--- src/rtl/bnn_param_loader_if.sv ---
// Host-side byte-stream port of the BNN parameter loader: param load, readback and inference.
interface bnn_param_loader_if;
    logic       load_start;
    logic       load_busy;
    logic [7:0] p_data;
    logic       p_valid;
    logic       p_ready;
    logic [7:0] rb_data;
    logic       rb_valid;
    logic [7:0] x_data;
    logic       x_valid;
    logic       x_ready;
    logic [7:0] y_data;
    logic       y_valid;

    modport master (
        output load_start, p_data, p_valid, x_data, x_valid,
        input  load_busy, p_ready, rb_data, rb_valid, x_ready, y_data, y_valid
    );

    modport slave (
        input  load_start, p_data, p_valid, x_data, x_valid,
        output load_busy, p_ready, rb_data, rb_valid, x_ready, y_data, y_valid
    );
endinterface

--- src/rtl/bnn_param_loader.sv ---
// Drives the BNN core pins: serialises the param chain LSB first, packs the chain tail into readback bytes.
// Inference: y_valid 3+RESULT_DELAY cycles after x accept; p_ready stalls the chain, rb/y have no backpressure.
module bnn_param_loader #(
    parameter int CHAIN_BITS   = 96,
    parameter int RESULT_DELAY = 1
) (
    input  logic                clk,
    input  logic                reset,
    bnn_param_loader_if.slave   host,
    output logic                bnn_setup,
    output logic                bnn_param_in,
    output logic                bnn_x_bank_hi,
    output logic [3:0]          bnn_x,
    input  logic [7:0]          bnn_y
);
    localparam int CW = $clog2(CHAIN_BITS + 9) + 1;

    typedef enum logic [2:0] {IDLE, LOAD, STALL, X_LO, X_HI, WAIT} state_t;

    state_t          state;
    logic [7:0]      sr;
    logic [3:0]      sr_cnt;
    logic [CW-1:0]   bit_cnt;
    logic [6:0]      rb_sr;
    logic [3:0]      rb_cnt;
    logic [3:0]      x_hi;
    logic [2:0]      wait_cnt;

    logic            in_load;
    logic            accept;
    logic            shift;
    logic            last_cap;
    logic [7:0]      rb_next;
    logic [3:0]      rb_cnt_next;

    assign in_load     = (state == LOAD) || (state == STALL);
    // Ready while the last buffered bit is leaving, so back-to-back bytes never bubble.
    assign host.p_ready = in_load && (sr_cnt <= 4'd1)
                          && ((bit_cnt + CW'(sr_cnt)) < CW'(CHAIN_BITS));
    assign host.x_ready = (state == IDLE);
    assign accept      = host.p_valid && host.p_ready;
    assign shift       = in_load && (sr_cnt != 4'd0) && (bit_cnt < CW'(CHAIN_BITS));
    assign last_cap    = bnn_setup && (bit_cnt == CW'(CHAIN_BITS));
    assign rb_next     = {bnn_y[7], rb_sr};
    assign rb_cnt_next = rb_cnt + 4'd1;

    always_ff @(posedge clk) begin
        if (reset) begin
            state          <= IDLE;
            sr             <= '0;
            sr_cnt         <= '0;
            bit_cnt        <= '0;
            rb_sr          <= '0;
            rb_cnt         <= '0;
            x_hi           <= '0;
            wait_cnt       <= '0;
            host.load_busy <= 1'b0;
            host.rb_data   <= '0;
            host.rb_valid  <= 1'b0;
            host.y_data    <= '0;
            host.y_valid   <= 1'b0;
            bnn_setup      <= 1'b0;
            bnn_param_in   <= 1'b0;
            bnn_x_bank_hi  <= 1'b0;
            bnn_x          <= '0;
        end else begin
            host.rb_valid <= 1'b0;
            host.y_valid  <= 1'b0;

            // The core shifts on every edge that sees setup high; its old tail is on bnn_y[7].
            if (bnn_setup) begin
                if (rb_cnt_next == 4'd8 || last_cap) begin
                    host.rb_valid <= 1'b1;
                    host.rb_data  <= rb_next >> (4'd8 - rb_cnt_next);
                    rb_sr         <= '0;
                    rb_cnt        <= '0;
                end else begin
                    rb_sr  <= rb_next[7:1];
                    rb_cnt <= rb_cnt_next;
                end
            end

            case (state)
                IDLE: begin
                    bnn_setup <= 1'b0;
                    if (host.load_start) begin
                        state          <= LOAD;
                        host.load_busy <= 1'b1;
                        bit_cnt        <= '0;
                        sr_cnt         <= '0;
                    end else if (host.x_valid) begin
                        state         <= X_LO;
                        x_hi          <= host.x_data[7:4];
                        bnn_x_bank_hi <= 1'b0;
                        bnn_x         <= host.x_data[3:0];
                    end
                end
                LOAD, STALL: begin
                    bnn_setup <= shift;
                    if (shift) begin
                        bnn_param_in <= sr[0];
                        bit_cnt      <= bit_cnt + CW'(1);
                    end
                    if (accept) begin
                        sr     <= host.p_data;
                        sr_cnt <= 4'd8;
                    end else if (shift) begin
                        sr     <= sr >> 1;
                        sr_cnt <= sr_cnt - 4'd1;
                    end
                    if (last_cap) begin
                        state          <= IDLE;
                        host.load_busy <= 1'b0;
                    end else if (host.p_ready && !host.p_valid) begin
                        state <= STALL;
                    end else begin
                        state <= LOAD;
                    end
                end
                X_LO: begin
                    bnn_x_bank_hi <= 1'b1;
                    bnn_x         <= x_hi;
                    state         <= X_HI;
                end
                X_HI: begin
                    wait_cnt <= 3'd1;
                    state    <= WAIT;
                end
                WAIT: begin
                    if (wait_cnt == 3'(RESULT_DELAY)) begin
                        host.y_data  <= bnn_y;
                        host.y_valid <= 1'b1;
                        state        <= IDLE;
                    end else begin
                        wait_cnt <= wait_cnt + 3'd1;
                    end
                end
                default: state <= IDLE;
            endcase
        end
    end
endmodule

--- src/flat_wrapper.sv ---
// flat-port wrapper written by rule: the top's interface ports become plain ports
module bnn_param_loader_flat 
#(
    parameter int CHAIN_BITS   = 96,
    parameter int RESULT_DELAY = 1
)
  (clk, reset, bnn_setup, bnn_param_in, bnn_x_bank_hi, bnn_x, bnn_y, host_load_start, host_p_data, host_p_valid, host_x_data, host_x_valid, host_load_busy, host_p_ready, host_rb_data, host_rb_valid, host_x_ready, host_y_data, host_y_valid);
  bnn_param_loader_if host_i ();
  input  logic clk;
  input  logic reset;
  output logic bnn_setup;
  output logic bnn_param_in;
  output logic bnn_x_bank_hi;
  output logic [3:0] bnn_x;
  input  logic [7:0] bnn_y;
  input wire logic [$bits(host_i.load_start)-1:0] host_load_start;
  input wire logic [$bits(host_i.p_data)-1:0] host_p_data;
  input wire logic [$bits(host_i.p_valid)-1:0] host_p_valid;
  input wire logic [$bits(host_i.x_data)-1:0] host_x_data;
  input wire logic [$bits(host_i.x_valid)-1:0] host_x_valid;
  output wire logic [$bits(host_i.load_busy)-1:0] host_load_busy;
  output wire logic [$bits(host_i.p_ready)-1:0] host_p_ready;
  output wire logic [$bits(host_i.rb_data)-1:0] host_rb_data;
  output wire logic [$bits(host_i.rb_valid)-1:0] host_rb_valid;
  output wire logic [$bits(host_i.x_ready)-1:0] host_x_ready;
  output wire logic [$bits(host_i.y_data)-1:0] host_y_data;
  output wire logic [$bits(host_i.y_valid)-1:0] host_y_valid;
  assign host_i.load_start = host_load_start;
  assign host_i.p_data = host_p_data;
  assign host_i.p_valid = host_p_valid;
  assign host_i.x_data = host_x_data;
  assign host_i.x_valid = host_x_valid;
  assign host_load_busy = host_i.load_busy;
  assign host_p_ready = host_i.p_ready;
  assign host_rb_data = host_i.rb_data;
  assign host_rb_valid = host_i.rb_valid;
  assign host_x_ready = host_i.x_ready;
  assign host_y_data = host_i.y_data;
  assign host_y_valid = host_i.y_valid;
  bnn_param_loader #(.CHAIN_BITS(CHAIN_BITS), .RESULT_DELAY(RESULT_DELAY)) u_core (.clk(clk), .reset(reset), .host(host_i), .bnn_setup(bnn_setup), .bnn_param_in(bnn_param_in), .bnn_x_bank_hi(bnn_x_bank_hi), .bnn_x(bnn_x), .bnn_y(bnn_y));
endmodule
--- config.mk ---
export PLATFORM = sky130hd
export DESIGN_NAME = bnn_param_loader_flat
export DESIGN_NICKNAME = d
export VERILOG_FILES = /design/src/rtl/bnn_param_loader_if.sv /design/src/rtl/bnn_param_loader.sv /design/src/flat_wrapper.sv
export SDC_FILE = /design/constraint.sdc
export NUM_CORES = 1
export LEC_CHECK = 0
export BUFFER_PORTS_ARGS = -buffer_cell sky130_fd_sc_hd__buf_2
export CELL_PAD_IN_SITES_DETAIL_PLACEMENT = 0
export CELL_PAD_IN_SITES_GLOBAL_PLACEMENT = 1
export CORE_ASPECT_RATIO = 0.9
export CORE_MARGIN = 4
export CORE_UTILIZATION = 35
export CTS_CLUSTER_SIZE = 20
export DETAILED_ROUTE_END_ITERATION = 16
export PLACE_DENSITY = 0.67
export SLEW_MARGIN = 10
export SYNTH_ARGS = -nofsm -noshare
export SYNTH_HDL_FRONTEND = slang
export SYNTH_SLANG_ARGS = --single-unit
--- constraint.sdc ---
create_clock -name clk -period 3.2 [get_ports clk]
set_clock_uncertainty 0.2 [all_clocks]
set_input_delay 0.64 -clock clk [delete_from_list [all_inputs] [get_ports clk]]
set_output_delay 0.64 -clock clk [all_outputs]
set_load 0.02 [all_outputs]
Word-level counts from Yosys, hierarchy flattened. Cells that the tools add are included.

Logic and storage cells: 108. Register bits: 67. Output and inout bits: 28.

Multiplexer cells: 31. Shift operators: 1. Equal/unequal tests: 17. Order comparisons: 3. Bitwise operators: 3. Add/subtract/negate cells: 6. Reductions and logical operators: 30.

Operator list (number): two-way mux 8 bit (4); two-way mux 4 bit (6); less-than comparator 8 x 7 -> 1 bit, second input constant (2); one-hot mux 4 bit (2 select lines) (2); one-hot mux 8 bit (2 select lines) (1); two-way mux 3 bit (5); one-hot mux 3 bit (5 select lines) (1); AND reduction 3 bit (5); AND reduction 2 bit (6); adder 8 x 1 -> 8 bit, second input constant (1); adder 8 x 4 -> 8 bit (1); == test 8 x 7 -> 1 bit, second input constant (1); inequality test 2 bit, second input constant (4); nonzero test 2 bit (4); right shift 8 x 4 -> 8 bit (1); logical AND 1 bit (7); two-way mux 7 bit (1); == test 3 x 1 -> 1 bit, second input constant (2); == test 3 x 2 -> 1 bit, second input constant (2); == test 3 bit, second input constant (2); two-way mux 1 bit (6); inequality test 2 x 1 -> 1 bit, second input constant (3); one-hot mux 1 bit (2 select lines) (3); one-hot mux 3 bit (2 select lines) (1); 15 further kinds (20).

Logic depth before layout (Yosys ltp). Gate-level depths: netlist of the first run.

Depth after elaboration: 8. Depth in mapped cells: 9.

Least setup slack after synthesis of the first run. Ideal clock, no wire load.

Path kind: register to output. Start point: register u_core.sr_cnt[2]. End point: output host_p_ready. Data required time: 2.360 ns. Arrival time: 1.723 ns. Cell stages (with the launch flop): 7. Slack: 0.637 ns. Path buffers: 1. Path through: dfxtp_1 ha_1 o21ai_0 a22oi_1 mux2i_1 clkbuf_1 nor3_1.

Word-level cells in the longest chain between the ends: 3. Elaborated cells between the ends (all ways): 5. Classes of those cells: add/sub: 1; order compare: 2; reduce/logical: 2.

RTL lines: start: declaration (RTL line bnn_param_loader.sv:22) `logic [3:0] sr_cnt;`; start signal: assignment (RTL line bnn_param_loader.sv:109) `sr_cnt <= sr_cnt - 4'd1;`; adder 8 x 4 -> 8 bit / <= comparator 4 x 1 -> 1 bit (equally long branches) (RTL line bnn_param_loader.sv:39, bnn_param_loader.sv:38); less-than comparator 8 x 7 -> 1 bit / logical AND 1 bit (equally long branches) (RTL line bnn_param_loader.sv:39, bnn_param_loader.sv:38); logical AND 1 bit (*) (RTL line bnn_param_loader.sv:39) `&& ((bit_cnt + CW'(sr_cnt)) < CW'(CHAIN_BITS));`; end: declaration (RTL line flat_wrapper.sv:22) `output wire logic [$bits(host_i.p_ready)-1:0] host_p_ready;`.

Every way passes the cells marked *; elsewhere a longest branch is shown, timed or not.

Worst setup path after layout of the first run. Same ends and word-level chain as after synthesis.

==> key figures, run 1 <==
Global routing
  • Global Route met3 Usage: between 4 and 5%
  • Largest net degree at the start of global routing: 28
  • Met2 Usage GRT: between 20% and 30%
  • GRT Overall Usage: a little over an eighth
  • Global route hottest layer: met2
  • Met1 GRT Util: between 10% and 20%
  • Global route overflow: 0
  • Initial antenna violation count: 0
  • Number of global-route vias before repair: around 2700
  • First-pass GRT wire length: approximately 12000 um

Synth
  • Area leader, netlist: dfxtp_1
  • Post-synthesis cell count: 354
  • Yosys cell types: 59
  • Syn_nets: around 400
  • Mean Syn Cell Area: about 9.6 um^2
  • EDFF count, synth: 0
  • Seq/Total Area, Yosys: 39.59%
  • Synthesized flop and latch total: 67
  • Yosys top cell area share: 39.59%
  • Synth top area cells: dfxtp_1 40%, mux2i_1 11%, nor2_1 5.5%
  • Top_reg_cell synth: dfxtp_1
  • Most common cell in the netlist: dfxtp_1
  • Synth warn: 0
  • Async S/R FF share, synth: 0%
  • Synth cell count leaders: 67 x dfxtp_1, 50 x nor2_1, 38 x mux2i_1
  • Cell Area, Synth: approximately 3400 um^2

Critical path
  • WP data arrival: 2.03 ns
  • CP Class: reg2out
  • Critical path buffers and inverters: 2
  • Startpoint types: flop
  • CP cell instances: ha_1 > o21ai_0 > a22oi_1 > mux2i_1 > buf_4 > nor3_1 > buf_2
  • Critical Path Sink Type: primary output
  • Slowest stage delay, CP: 0.47 ns
  • Worst Path Max Fanout: 11
  • Crit path max-delay family: flip-flops
  • CP max stage cell: dfxtp_1
  • Data required, critical path: between 2 and 2.5 ns

Run
  • Max Cap Viol: 0

STA
  • Final number of hold-violating endpoints: 0
  • RSZ-0062 raised after global routing: false
  • Fin worst setup slack: roughly 0.33 ns
  • Slew HR: 49.49%
  • FMAX: ~350 MHz
  • WHS: about 0.27 ns
  • Post-layout min period: ~2.9 ns
  • Setup violators final: 0
  • Max-slew violations: 0
  • Fin Setup TNS: 0 ns
  • Final period utilization: 89.79%
  • Worst-margin pin slew: roughly 0.76 ns

Pwr
  • Max IR drop VDD: roughly 0.00035 V
  • Power Density: about 690 nW/um^2
  • P_leak: 1.557 nW
  • Tot Pwr: about 2.8 mW

Drt
  • Initial DRC Count: a little under 100
  • DR pass1 iterations: 4
  • Via count: approximately 2700
  • DRC viols: 0
  • Routed wire length: around 7200 um
  • Antenna viol nets, final: 0
  • Post-DR vias/cell: ~5.0
  • Per-cell routed wire length: between 10 and 15 um

CTS
  • H-Tree Level Count: 3
  • Number of hold buffers added after cts: 0
  • Root Buffer: clkbuf_8
  • Clock Path Buffers: 2
  • CTS tree: yes
  • Clock transition at path regs: approximately 0.070 ns
  • Postcts setup bufs: 0
  • Clock latency on the worst-skew pair: 0.34 ns
  • # resized after CTS: 0
  • CTS Buf Count: 9
  • Clock Sinks: 67

Place
  • GPL Wtd Cong: slightly below 0.8
  • Place WS: slightly above 0.7 ns
  • Final HPWL DP: ~5200 um
  • IO buf count: 56

Worst hold path
  • Min-delay worst type: reg2reg

Finish
  • Nets: 447
  • Layout area overhead: 17.43%
  • Final core utilization: roughly 43%
  • Fillers: roughly 950
  • Share of layout cells above drive strength 1: around a quarter
  • Antenna diodes: 0

Die
  • Core area: 9290 um^2
  • Site Rows: 33
  • IO Pins: 57
  • Die X: approximately 110 um
  • Starting Density: between 30% and 40%
  • Die area: 11320 um^2
  • Die height: ~100 um

Outcome
  • Status: finished, final reports clean
-- layer usage --
metal  routed length, um  vias to the layer above
met5                   0                        -
met4                  78                        0
met3                 271                        9
met2                3317                       40
met1                3568                     1250
li1                    -                     1376
-- power breakdown --
group	total, mW	switching, mW	internal (mW)
Clock	0.716	0.332	0.384
Combinational	0.978	0.557	0.421
Sequential	1.07	0.115	0.955
Total	2.76	1.00	1.76
-- worst paths after layout --
check,start,end,slack [ns],cells after the start
max,u_core.sr_cnt[2],host_p_ready,0.33,7
min,u_core.bit_cnt[7],u_core.bit_cnt[7],0.27,2
max reg2reg,u_core.rb_cnt[1],u_core.host.rb_data[6],0.70,5
min reg2reg,u_core.bit_cnt[7],u_core.bit_cnt[7],0.27,2
-- state kept, by name (all words and copies together), names as in the netlist --
signal	flops
u_core.state	3
u_core.host.y_valid	1
u_core.bnn_x_bank_hi	1
u_core.host.load_busy	1
u_core.bnn_setup	1
u_core.bit_cnt	8
u_core.sr_cnt	4
u_core.bnn_x	4
u_core.rb_cnt	4
u_core.host.rb_valid	1
u_core.host.y_data	8
u_core.rb_sr	7
u_core.sr	8
u_core.host.rb_data	8
u_core.wait_cnt	3
u_core.bnn_param_in	1
u_core.x_hi	4
-- layout by cell type (no fill, tap or decap), types with 2 or more instances in the layout --
cell        synthesis  final
dfxtp_1            67     67
buf_2               6     56
nor2_1             50     50
mux2i_1            38     38
nor3_1             18     18
inv_1              17     17
a211oi_1           12     12
ha_1               11     11
nand2_1            10     10
clkbuf_8            0     10
a21oi_1             9      9
o21ai_0             8      8
nand2b_1            8      8
o32ai_2             7      7
buf_4               3      7
nand4_1             6      6
nand3b_1            6      6
xnor2_1             5      5
xor2_1              5      5
mux4_4              5      5
nand3_1             3      3
a22oi_1             3      3
and3_1              3      3
or3_1               3      3
a31oi_1             3      3
or2_1               2      2
or2_0               2      2
or3b_1              2      2
nor2b_1             2      2
nor2_2              2      2
clkinv_4            0      2
clkinvlp_4          0      2
-- worst register-to-register path: stages (launching register included) --
cell,delay [ns]
dfxtp_1,0.37
ha_1,0.63
nand3_1,0.17
o211a_1,0.15
or3_1,0.57
o32ai_2,0.32
-- logic make-up (layout without fill, tap and decap cells) --
logic type | count (synthesis) | after routing | synth area share, %
AO/OA/AOI/OAI | 59 | 59 | 14.44
XOR/XNOR | 10 | 10 | 2.585
adder cells (fa/ha/maj) | 11 | 11 | 4.062
buffers and inverters | 39 | 97 | 5.354
flip-flops | 67 | 67 | 39.59
multiplexers | 44 | 44 | 15.25
AND/OR/NAND/NOR | 124 | 124 | 18.72
-- layout make-up --
type | count | area [um^2] | share of cell area [%]
multi-input combinational | 248 | 1881 | 47.26
sequential | 67 | 1341 | 33.71
timing repair buffer | 63 | 332.8 | 8.365
tap | 122 | 152.6 | 3.836
clock buffer | 11 | 141.4 | 3.553
inverter | 18 | 67.56 | 1.698
clock inverter | 5 | 62.56 | 1.572
-- stage by stage --
stage          std cells  area, um^2
2_1_floorplan        354        3388
3_3_place_gp         518        3775
3_5_place_dp         518        3775
4_1_cts              534        3979
5_1_grt              534        3979
6_report             534        3979
(Power assumes the default switching activity.)
==> inputs of run 2 (changes only) <==
- ABC_AREA: default -> 1
- PLACE_DENSITY: 0.67 -> 0.68
==> key figures, run 2 <==
CTS
  • # resized after CTS: 0
  • Clock Path Buffers: 2
  • Root Buffer: clkbuf_8
  • H-Tree Level Count: 3
  • Clock Sinks: 67
  • CTS Buf Count: 9
  • Clock latency on the worst-skew pair: 0.34 ns
  • Clock transition at path regs: approximately 0.080 ns
  • Number of hold buffers added after cts: 0
  • Postcts setup bufs: 0
  • CTS tree: yes

Critical path
  • Worst Path Max Fanout: 4
  • WP data arrival: around 2 ns
  • FF-to-FF End: u_core.sr[0]
  • Critical Path Sink Type: primary output
  • CP Class: reg2out
  • R2r setup slk: approximately 0.81 ns
  • Worst r2r src: u_core.sr_cnt[3]
  • Data required, critical path: about 2.4 ns
  • Startpoint types: flop
  • Worst reg2reg path depth: 11

Synth
  • Mean Syn Cell Area: 7.102 um^2
  • Most common cell in the netlist: nor2_1
  • Yosys cell types: 40
  • Top_reg_cell synth: dfxtp_1
  • Async S/R FF share, synth: 0%
  • Seq/Total Area, Yosys: 40.27%
  • Synth top area cells: dfxtp_1 40%, nor2_1 9.4%, nand2_1 9.0%
  • Cell Area, Synth: about 3300 um^2
  • Synth cell count leaders: 83 x nor2_1, 80 x nand2_1, 67 x dfxtp_1
  • Area leader, netlist: dfxtp_1
  • Post-synthesis cell count: around 470
  • Yosys top cell area share: around two fifths
  • Synth warn: 0
  • Synthesized flop and latch total: 67
  • EDFF count, synth: 0
  • Syn_nets: slightly above 500

Die
  • Starting Density: 36.17%
  • Die area: around 11000 um^2
  • Core area: between 9000 and 10000 um^2
  • Site Rows: 33
  • Die height: roughly 100 um
  • IO Pins: 57
  • Die X: roughly 110 um

STA
  • FMAX: roughly 360 MHz
  • Final period utilization: between 80% and 90%
  • Post-layout min period: ~2.8 ns
  • Final number of hold-violating endpoints: 0
  • Max-slew violations: 0
  • RSZ-0062 raised after global routing: false
  • Slew HR: ~65%
  • Fin Setup TNS: 0 ns
  • WHS: between 0.2 and 0.3 ns
  • Setup violators final: 0
  • Worst-margin pin slew: around 0.53 ns

Run
  • Max Cap Viol: 0

Worst hold path
  • Min-delay worst type: reg2reg
  • Hold Path Stages: 2
  • HP Start: u_core.host.rb_data[7]
  • WHS Endpoint: u_core.host.rb_data[7]

Pwr
  • Power Density: between 800 and 900 nW/um^2
  • Tot Pwr: 3.300 mW
  • Max IR drop VDD: around 0.00037 V
  • P_leak: roughly 1.9 nW

Drt
  • Routed wire length: around 8000 um
  • Initial DRC Count: about 130
  • Metal-1 WL: a little over 4000 um
  • DRC viols: 0
  • DR WL met3: about 340 um
  • Via count: between 3000 and 4000
  • Per-cell routed wire length: 12.06 um
  • Antenna viol nets, final: 0
  • DR top layer: met4
  • Post-DR vias/cell: roughly 4.6
  • DR WL met2: ~3500 um
  • DR pass1 iterations: 4

Finish
  • Share of layout cells above drive strength 1: a little under a fifth
  • Commonest cells after routing, fill and taps aside: 83 x nor2_1, 80 x nand2_1, 67 x dfxtp_1, 64 x inv_1, 56 x buf_2
  • Design Area, Final: around 4000 um^2
  • Layout area overhead: 19.27%
  • Antenna diodes: 0
  • Final core utilization: 43.14%
  • Commonest non-fill, non-tap cell in the layout: nor2_1
  • Nets: ~570

Global routing
  • Initial antenna violation count: 0
  • First-pass GRT wire length: between 10000 and 15000 um
  • GRT Overall Usage: 14.57%
  • Global route overflow: 0
  • Largest net degree at the start of global routing: 20
  • Number of global-route vias before repair: roughly 2800

Place
  • IO buf count: 56
  • Placed inst area: about 3700 um^2
  • GPL Wtd Cong: roughly 0.85
  • Final HPWL DP: ~6000 um

Outcome
  • Status: finished, final reports clean
## run 2: layer usage
layer,global-route usage [%],vias to the layer above
met4,4.640,0
li1,-,1632
met3,4.022,6
met1,19.63,1328
met5,0,-
met2,22.76,50
## run 2: kinds of logic (layout without fill, tap and decap cells)
family                     after synthesis  in the layout  share of synthesized area [%]
adders and majority gates               11             11                          4.132
DFF                                     67             67                          40.27
xor gates and xnor gates                 5              5                          1.315
and+or+nand+nor                        211            211                          27.31
AOI/OAI and AO/OA                       96             96                          17.47
buffers and inverters                   79            143                          9.504
## run 2: worst max-delay path: stages, from the launching register on
cell and delay [ns]:
dfxtp_1 0.42, ha_1 0.29, nand2_1 0.12, nor2_1 0.06, nand2_1 0.08, nand2_1 0.09, a21oi_4 0.16, and3_1 0.23
buf_2 0.18
## run 2: power by group
part           switching (mW)  internal, mW  leakage (nW)
combinational           0.824         0.441          1.22
sequential              0.152          1.01         0.546
clock                   0.335         0.540         0.126
total                    1.31          1.99          1.90
## run 2: worst max path at each step
stage                      startpoint           end  slack [ns]
finish               u_core.sr_cnt[3]  host_p_ready        0.39
global route        u_core.bit_cnt[2]  host_p_ready        0.25
CTS                  u_core.sr_cnt[2]  host_p_ready        0.38
detailed placement   u_core.sr_cnt[2]  host_p_ready        0.76
global placement     u_core.sr_cnt[2]  host_p_ready        0.78
floorplan            u_core.sr_cnt[2]  host_p_ready        0.92
## run 2: stage by stage
stage / worst slack, ns / std cells
floorplan: 0.9157 / 469
global placement: 0.7847 / 639
detailed placement: 0.7559 / 639
CTS: 0.3840 / 655
global route: 0.2471 / 655
finish: 0.3867 / 655
## run 2: layout make-up
cell class / count / area, um^2
fillers: 965 / 5235
repair buffers: 58 / 295.3
multi-input cells: 323 / 1673
well taps: 122 / 152.6
flip-flops and latches: 67 / 1341
clock inverters: 6 / 112.6
clock buffers: 10 / 137.6
inverters: 69 / 260.3
==> inputs of run 3 (changes only) <==
- CORE_ASPECT_RATIO: 0.9 -> 0.7
- RECOVER_POWER: default -> 50
==> key figures, run 3 (synthesized netlist as in run 2, its figures left out) <==
Finish
  • Commonest cells after routing, fill and taps aside: 84 x nor2_1, 80 x nand2_1, 67 x dfxtp_1, 66 x inv_1, 40 x o21ai_0
  • Layout area overhead: 20.92%
  • Fillers: 990
  • FF+latch area: roughly 1300 um^2
  • Commonest non-fill, non-tap cell in the layout: nor2_1
  • Share of layout cells above drive strength 1: about an eighth
  • Antenna diodes: 0
  • Nets: approximately 570
  • Multi-input combinational cell area: about 1700 um^2

CTS
  • # resized after CTS: 0
  • Number of hold buffers added after cts: 0
  • CTS tree: yes
  • H-Tree Level Count: 3
  • Postcts setup bufs: 0
  • Clock Path Buffers: 2
  • Clock Sinks: 67
  • Clock latency on the worst-skew pair: between 0.3 and 0.4 ns
  • CTS Buf Count: 9
  • Clock transition at path regs: roughly 0.050 ns
  • Root Buffer: clkbuf_16

Drt
  • Routed wire length: slightly above 8000 um
  • Initial DRC Count: ~140
  • Per-cell routed wire length: 12.33 um
  • Post-DR vias/cell: about 4.5
  • DRC viols: 0
  • DR pass1 iterations: 4
  • Via count: between 2000 and 3000
  • Antenna viol nets, final: 0

Place
  • IO buf count: 56
  • Place WS: 0.7129 ns
  • GPL Wtd Cong: 0.8698
  • Final HPWL DP: approximately 6100 um

Critical path
  • Data required, critical path: ~2.4 ns
  • Worst setup path endpoint: host_p_ready
  • Slowest stage delay, CP: a little over 0.4 ns
  • Stages on worst setup path: 10
  • Worst r2r src: u_core.sr_cnt[2]
  • Critical Path Sink Type: primary output
  • Worst Path Max Fanout: 4
  • Critical path buffers and inverters: 2
  • Crit path max-delay family: simple AND/OR/NAND/NOR gates
  • Most frequent CP cell: nand2_1
  • R2r setup slk: between 0.7 and 0.8 ns
  • CP Class: reg2out
  • FF-to-FF End: u_core.sr[0]
  • Startpoint types: flop
  • WP data arrival: ~2.0 ns
  • Worst reg2reg path depth: 13
  • Setup crit start: u_core.sr_cnt[2]
  • CP max stage cell: dfxtp_1
  • CP cell instances: ha_1 > nand2_1 > inv_1 > nand2_1 > nand2_1 > nand2_1 > nand2_1 > a21oi_4 > and3_1 > buf_2

STA
  • Worst-margin pin slew: roughly 0.74 ns
  • FMAX: around 350 MHz
  • Setup violators final: 0
  • Max-slew violations: 0
  • Fin Setup TNS: 0 ns
  • Final period utilization: between 80% and 90%
  • Slew HR: ~50%
  • RSZ-0062 raised after global routing: false
  • Post-layout min period: around 2.8 ns
  • Fin worst setup slack: between 0.3 and 0.4 ns
  • Final number of hold-violating endpoints: 0

Die
  • IO Pins: 57
  • Core area: slightly above 9000 um^2
  • Die area: 11170 um^2
  • Die X: 124.6 um
  • Die height: approximately 90 um
  • Site Rows: 29
  • Starting Density: between 30 and 40%

Pwr
  • Max IR drop VDD: around 0.00036 V
  • P_leak: ~1.8 nW
  • Power Density: 871.2 nW/um^2

Run
  • Max Cap Viol: 0

Global routing
  • First-pass GRT wire length: 13890 um
  • Number of global-route vias before repair: approximately 2800
  • Initial antenna violation count: 0
  • Global route overflow: 0
  • Largest net degree at the start of global routing: 23
  • GRT Overall Usage: 15.47%

Worst hold path
  • Min-delay worst type: reg2reg

Outcome
  • Status: finished, final reports clean
[run 3: cell types whose count changed in the layout (fill, tap and decap cells not counted), moves of 2 or more]
cell / previous run / this run
buf_2: 56 / 30
buf_4: 2 / 4
inv_2: 4 / 2
clkinv_4: 2 / 0
clkbuf_8: 10 / 2
inv_1: 64 / 66
clkbuf_1: 0 / 28
clkbuf_16: 0 / 9
[run 3: report_power, final]
part / leakage [nW] / switching [mW] / internal [mW]
combinational: 1.12 / 0.845 / 0.440
sequential: 0.546 / 0.128 / 1.01
clock: 0.159 / 0.363 / 0.723
total: 1.83 / 1.34 / 2.17
[run 3: worst reg2reg max path, cell delays in order (launching register included)]
cell and delay [ns]:
dfxtp_1 0.41, ha_1 0.30, nand2_1 0.09, inv_1 0.04
nand2_1 0.05, nand2_1 0.04, nand2_1 0.07, nand2_1 0.09
a21oi_4 0.16, nand4_4 0.30, nand2_2 0.28, inv_2 0.11
nor2_1 0.12, nor2_1 0.05
[run 3: metal layers]
layer  routed length, um  global-route usage [%]
met5                   0                       0
met2                3248                   22.84
met3                 389                   5.437
met1                4436                   21.48
met4                  63                   4.478
[run 3: worst min-delay path by stage]
stage	from	endpoint	depth (start not counted)
CTS	u_core.rb_sr[0]	u_core.rb_sr[0]	2
finish	u_core.sr[7]	u_core.sr[7]	2
global placement	u_core.sr[7]	u_core.sr[7]	2
global route	u_core.sr[7]	u_core.sr[7]	2
detailed placement	u_core.rb_sr[0]	u_core.rb_sr[0]	2
floorplan	u_core.rb_sr[0]	u_core.rb_sr[0]	2
[run 3: cell type report]
class	instances	share of cell area [%]
inverter	69	6.462
clock inverter	4	1.802
sequential	67	33.30
tap	124	3.852
timing repair buffer	61	6.990
multi-input combinational	323	41.22
clock buffer	12	6.368
[run 3: stage by stage]
stage	area (um^2)	power (mW)	hold slack [ns]	util [%]	instances
2_1_floorplan	3331	2.160	0.2346	-	469
6_report	4028	3.509	0.2627	43.87	660
4_1_cts	4076	3.581	0.2693	44.41	660
5_1_grt	4028	3.786	0.2808	43.87	660
3_3_place_gp	3747	2.461	0.2539	40.82	644
3_5_place_dp	3747	2.463	0.2535	40.82	644
